### src/rtl/busio_data.sv
// busio_data: data-side bus responder between the memory stage and a 32-bit
// req/ack word bus. Each load/store becomes exactly one bus transaction. Loads
// return lane-aligned, sign/zero-extended data. mem_busy stalls the pipeline
// until the result is ready.
// Optional feature macro: BUSIO_TIMEOUT_EN. When it is defined, a REQ that
// sees no ack for TIMEOUT_CYCLES cycles is aborted and mem_fault is raised.
module busio_data #(
   parameter int TIMEOUT_CYCLES = 256
) (
   input  logic        clk,
   input  logic        rst_n,
   input  logic [31:0] mem_address,
   input  logic [31:0] mem_store_data,
   input  logic [1:0]  mem_size,
   input  logic        mem_signed,
   input  logic        mem_load,
   input  logic        mem_store,
   input  logic        advance,
   output logic [31:0] mem_load_data,
   output logic        mem_busy,
   output logic        mem_fault,
   output logic        bus_req,
   output logic        bus_we,
   output logic [31:0] bus_addr,
   output logic [3:0]  bus_be,
   output logic [31:0] bus_wdata,
   input  logic        bus_ack,
   input  logic [31:0] bus_rdata
);

   typedef enum logic [1:0] {
      IDLE = 2'd0,
      REQ  = 2'd1,
      DONE = 2'd2
   } state_t;

   state_t      state_r;
   state_t      state_s;
   logic [1:0]  lane_r;
   logic [1:0]  size_r;
   logic        signed_r;
   logic        req_s;
   logic        start_s;
   logic        finish_s;
   logic        expire_s;
   logic [3:0]  be_s;
   logic [31:0] wdata_s;

   // Shift the raw word down to its lane, then extend from bit 7 or bit 15.
   function automatic logic [31:0] load_extend(
      input logic [31:0] raw,
      input logic [1:0]  lane,
      input logic [1:0]  size,
      input logic        sgn
   );
      logic [31:0] sh;
      logic [31:0] res;
      sh = raw >> {lane, 3'b000};
      case (size)
         2'b00:   res = {{24{sgn & sh[7]}}, sh[7:0]};
         2'b01:   res = {{16{sgn & sh[15]}}, sh[15:0]};
         default: res = sh;
      endcase
      return res;
   endfunction

   assign req_s    = mem_load | mem_store;
   assign start_s  = (state_r == IDLE) && req_s;
   assign finish_s = (state_r == REQ) && (bus_ack || expire_s);

   // Byte enables and lane-replicated write data for the incoming request.
   always_comb begin
      be_s    = 4'b1111;
      wdata_s = mem_store_data;
      case (mem_size)
         2'b00: begin
            be_s    = 4'b0001 << mem_address[1:0];
            wdata_s = {4{mem_store_data[7:0]}};
         end
         2'b01: begin
            be_s    = 4'b0011 << mem_address[1:0];
            wdata_s = {2{mem_store_data[15:0]}};
         end
         default: begin
            be_s    = 4'b1111;
            wdata_s = mem_store_data;
         end
      endcase
   end

`ifdef BUSIO_TIMEOUT_EN
   localparam int CNT_W = $clog2(TIMEOUT_CYCLES) + 1;

   logic [CNT_W-1:0] tmo_cnt_r;

   // Abort on the last allowed REQ cycle unless the ack arrives in it.
   assign expire_s = (state_r == REQ) && !bus_ack &&
                     (tmo_cnt_r == CNT_W'(TIMEOUT_CYCLES - 1));

   // Count REQ cycles without ack; cleared when a transaction starts.
   always_ff @(posedge clk or negedge rst_n) begin
      if (!rst_n) begin
         tmo_cnt_r <= '0;
      end else if (start_s) begin
         tmo_cnt_r <= '0;
      end else if ((state_r == REQ) && !bus_ack) begin
         tmo_cnt_r <= tmo_cnt_r + CNT_W'(1);
      end
   end

   // Fault flag: set by an abort, cleared when DONE is left.
   always_ff @(posedge clk or negedge rst_n) begin
      if (!rst_n) begin
         mem_fault <= 1'b0;
      end else if (expire_s) begin
         mem_fault <= 1'b1;
      end else if ((state_r == DONE) && advance) begin
         mem_fault <= 1'b0;
      end
   end
`else
   assign expire_s  = 1'b0;
   assign mem_fault = 1'b0;
`endif

   // State register.
   always_ff @(posedge clk or negedge rst_n) begin
      if (!rst_n) begin
         state_r <= IDLE;
      end else begin
         state_r <= state_s;
      end
   end

   // Next-state and stall decode.
   always_comb begin
      state_s  = state_r;
      mem_busy = 1'b0;
      case (state_r)
         IDLE: begin
            mem_busy = req_s;
            if (req_s) begin
               state_s = REQ;
            end else begin
               state_s = IDLE;
            end
         end
         REQ: begin
            mem_busy = 1'b1;
            if (bus_ack || expire_s) begin
               state_s = DONE;
            end else begin
               state_s = REQ;
            end
         end
         DONE: begin
            mem_busy = 1'b0;
            if (advance) begin
               state_s = IDLE;
            end else begin
               state_s = DONE;
            end
         end
         default: begin
            mem_busy = 1'b0;
            state_s  = IDLE;
         end
      endcase
   end

   // Bus request fields: captured at request time, stable through REQ.
   always_ff @(posedge clk or negedge rst_n) begin
      if (!rst_n) begin
         bus_req   <= 1'b0;
         bus_we    <= 1'b0;
         bus_addr  <= 32'h0000_0000;
         bus_be    <= 4'b0000;
         bus_wdata <= 32'h0000_0000;
         lane_r    <= 2'b00;
         size_r    <= 2'b00;
         signed_r  <= 1'b0;
      end else if (start_s) begin
         bus_req   <= 1'b1;
         bus_we    <= mem_store;
         bus_addr  <= {mem_address[31:2], 2'b00};
         bus_be    <= be_s;
         bus_wdata <= wdata_s;
         lane_r    <= mem_address[1:0];
         size_r    <= mem_size;
         signed_r  <= mem_signed;
      end else if (finish_s) begin
         bus_req   <= 1'b0;
      end
   end

   // Load result: extended read data on ack (0 for stores), 0 on abort.
   always_ff @(posedge clk or negedge rst_n) begin
      if (!rst_n) begin
         mem_load_data <= 32'h0000_0000;
      end else if ((state_r == REQ) && bus_ack) begin
         if (bus_we) begin
            mem_load_data <= 32'h0000_0000;
         end else begin
            mem_load_data <= load_extend(bus_rdata, lane_r, size_r, signed_r);
         end
      end else if (expire_s) begin
         mem_load_data <= 32'h0000_0000;
      end
   end

endmodule
### config.mk
export PLATFORM = sky130hd
export DESIGN_NAME = busio_data
export DESIGN_NICKNAME = d
export VERILOG_FILES = /design/src/rtl/busio_data.sv
export SDC_FILE = /design/constraint.sdc
export NUM_CORES = 1
export LEC_CHECK = 0
export ABC_AREA = 1
export BUFFER_PORTS_ARGS = -buffer_cell sky130_fd_sc_hd__buf_2
export CAP_MARGIN = 20
export CORE_MARGIN = 5
export CORE_UTILIZATION = 33
export DETAILED_ROUTE_END_ITERATION = 6
export PLACE_DENSITY_LB_ADDON = 0.25
export SLEW_MARGIN = 20
export SYNTH_ARGS = -nofsm -noshare
export SYNTH_HDL_FRONTEND = slang
export SYNTH_SLANG_ARGS = --single-unit
### constraint.sdc
create_clock -name clk -period 1.4 [get_ports clk]
set_input_delay 0.21 -clock clk [delete_from_list [all_inputs] [get_ports clk]]
set_output_delay 0.21 -clock clk [all_outputs]
set_load 0.02 [all_outputs]
==> impl_results.md <==
- Hold Slack: 0.0429 ns
- Reg-to-reg endpoint: mem_load_data[12]$_DFFE_PN0P_
- Power Density: 2360 nW/um2
- Critical path fanouts, max: 3
- # clock sinks: 107
- Mapped Area: 5070 um2
- Initial core utilization: 33.5%
- CP bufs+invs: 2
- Synth Area in Adders: 0%
- Dpl cells: 1,046
- TritonCTS clock tree: yes
- GRT overflow: 0
- Die Wd: about 130 um
- Die Y: 134 um
- Status: finished clean
- DR WL met3: between 1 and 1.5 mm
- Nets: 977
- GP Congestion: 0.867
- HP Start: mem_address[4]
- Vias in the first global route: 5,048
- Crit-path leading delay family: flip-flops
- Worst slack, placed: 0.0901 ns
- Critical Path End Type: output pin
- Leak: 3.90 nW
- Slew HR: 65.1%
- Cell mode on critical path: nand2_2
- Design Power: 16.0 mW
- HPWL after DPL: 11.7 mm
- Crit path depth: 4
- Area Growth Syn to Fin: 33.9%
- Drt wl/cell: 15.0 um
- CP arrival: 1.15 ns
- Mux cell area share after synthesis: 0%
- Register area share after synthesis: 52.8%
- Setup Skew: 0.00699 ns
- Vias: ~5,000
- Post-Place Cell Area: 6410 um2
- Largest net degree at the start of global routing: 54
- Core area: roughly 15,000 um2
- Max-Cap Viols: 0
- Reg2reg path depth: 8
- WL met2: roughly 7.5 mm
- # IOs: roughly 210
- Simple logic cell fraction of the synthesized area: 34.4%
- H-tree depth: 3
- Fin. Hold Viols: 0
- Average size of a mapped cell: ~7.6 um2
- Hold path depth: 3
- Unrepaired setup endpoints after global routing: true
- Final Instance Area: ~6800 um2
- Min-Delay Endpoint: bus_addr[4]$_DFFE_PN0P_
- Clock Pin Slew Worst Setup and Hold Paths: 0.08 ns
- Initial antenna violation count: 0
- Antenna Nets Post-Route: 0
- Synth Area in XOR/XNOR: 0%
- Compound-Gate Fraction of Synth Area: just under 7%
- Startpoint Class: flop
- VDD IR max: 0.909 mV
- CTS root buffer: clkbuf_16
- Tmin final: 1.36 ns
- Via density: about 4.7
- Worst reg2reg setup slack: 0.10 ns
- CP Cell Sequence: buf_4 > nand2_2 > nand2_2 > buf_6
- Detailed Routing Iterations Pass 1: 4
- Required time worst endpoint: 1.19 ns
- DIE AREA: 18,000 um2
- Layout cells sized above 1: around 30%
- Residual DRC: 0
- Layout Cells excl Fill: 1,065
- Post-layout util: 44.8%
- Clock Path Buffers: 2
- Final TNS setup: 0 ns
- Max Freq: ~740 MHz
- DRT Wirelength: roughly 16 mm
- # rows: 45
- Clk_lat worst skew: 0.35 ns
- Ant diodes: 0
- M1 WL: approximately 6.9 mm
- PortBufs: approximately 210
- Cell count after synthesis: between 600 and 700
- Reg-to-reg startpoint: size_r[1]$_DFFE_PN0P_
- Synth warnings: 0
- Total track usage: ~18%
- Slowest cell delay on critical path: 0.38 ns
- Final setup viols: 0
- Critical Setup Path Class: flop to output pin
- Slew @ Worst Pin: 0.522 ns
- First-pass GRT wire length: about 26 mm
- Final period utilization: between 90% and 100%
- Initial drt markers: 243
- Largest family of logic cells by synthesized area: simple AND/OR/NAND/NOR gates
- Slew Viols, Final: 0
- Max layer used: met4
- Count of different cell masters after synthesis: 25
- Num CTS Buffers: 9
- Flops & latches, synth: 107
- Setup ws final: 0.0408 ns
- Worst Hold Class: input port to flop
- Slowest cell on the critical path: dfrtp_1
[cell type report]
cell class / instances / area [um2]
Tap cell: 188 / 235
Clock inverter: 7 / 63.8
Timing Repair Buffer: 232 / 1350
Sequential cell: 107 / 2680
Multi-Input combinational cell: 502 / 2160
Fill cell: 1586 / 8350
Clock buffer: 9 / 225
Inverter: 20 / 80.1
[synth_stat cells, drive strengths merged]
library cell / count / area [um2]
nand2: 367 / 1390
dfrtp: 107 / 2680
nand3: 55 / 305
o21ai: 30 / 150
a21oi: 27 / 135
buf: 26 / 166
inv: 19 / 71.3
clkbuf: 15 / 56.3
nor2: 9 / 43.8
o211ai: 7 / 52.6
a31oi: 1 / 6.26
clkinv: 1 / 3.75
conb: 1 / 3.75
o31ai: 1 / 7.51
or2: 1 / 6.26
[worst max path at each step]
stage,endpoint,start
floorplan,mem_load_data[21]$_DFFE_PN0P_,lane_r[1]$_DFFE_PN0P_
CTS,mem_busy,state_r[0]$_DFF_PN0_
global route,mem_busy,state_r[0]$_DFF_PN0_
global placement,bus_wdata[19]$_DFFE_PN0P_,mem_store
detailed placement,bus_wdata[19]$_DFFE_PN0P_,mem_store
finish,mem_busy,state_r[0]$_DFF_PN0_
[logic make-up (layout without fill, tap and decap cells)]
group                  after synthesis  after routing
buffers and inverters               61            268
AO/OA/AOI/OAI                       66             66
flip-flops                         107            107
other                                1              3
AND/OR/NAND/NOR                    432            433
[tightest hold or removal path: cells and delay by family]
| kind | cells | cell delay, ns |
|---|---|---|
| and+or+nand+nor | 2 | 0.08 |
| buffers and inverters | 1 | 0.07 |
[state kept, by name, indices dropped and copies added (netlist names)]
name / cells
bus_addr: 30
bus_be: 4
bus_req: 1
bus_wdata: 32
bus_we: 1
lane_r: 2
mem_load_data: 32
signed_r: 1
size_r: 2
state_r: 2
[repair_timing]
| item | 4_1_cts | 5_1_grt |
|---|---|---|
| cloned | 0 | 1 |
| endpoints found under the hold margin | 21 | 0 |
| endpoints found under the setup margin | 1 | 18 |
| hold buffers | 1 | 0 |
| pin swaps | 1 | 2 |
| resized for setup | 2 | 17 |
| setup buffers | 1 | 0 |
[placed cells by master, fill, tap and decap left out, types with 3 or more instances in the layout]
| cell | netlist | final |
|---|---|---|
| dfrtp_1 | 107 | 106 |
| nand2_2 | 1 | 3 |
| buf_4 | 5 | 17 |
| inv_1 | 16 | 15 |
| conb_1 | 1 | 3 |
| nor2_1 | 7 | 7 |
| a21oi_1 | 27 | 26 |
| o21ai_0 | 30 | 28 |
| nand3_1 | 52 | 50 |
| o211ai_1 | 7 | 7 |
| buf_6 | 4 | 3 |
| nand2_1 | 365 | 363 |
| buf_2 | 16 | 203 |
| clkbuf_16 | 0 | 9 |
| nand3_4 | 2 | 5 |
| buf_12 | 0 | 8 |
[routing by layer]
| metal | up-vias | GRT usage (%) |
|---|---|---|
| met2 | 194 | 29.0 |
| met5 | - | 0 |
| met1 | 2282 | 23.1 |
| met3 | 10 | 5.51 |
| met4 | 0 | 3.89 |
| li1 | 2502 | - |
[report_power, final]
group / leakage [nW] / switching, mW / total [mW] / internal [mW]
combinational: 2.42 / 5.44 / 8.31 / 2.87
clock: 0.139 / 1.24 / 2.48 / 1.24
sequential: 1.33 / 0.778 / 5.25 / 4.47
total: 3.90 / 7.46 / 16.0 / 8.58
Note: power is estimated with default switching activity, not from simulation.
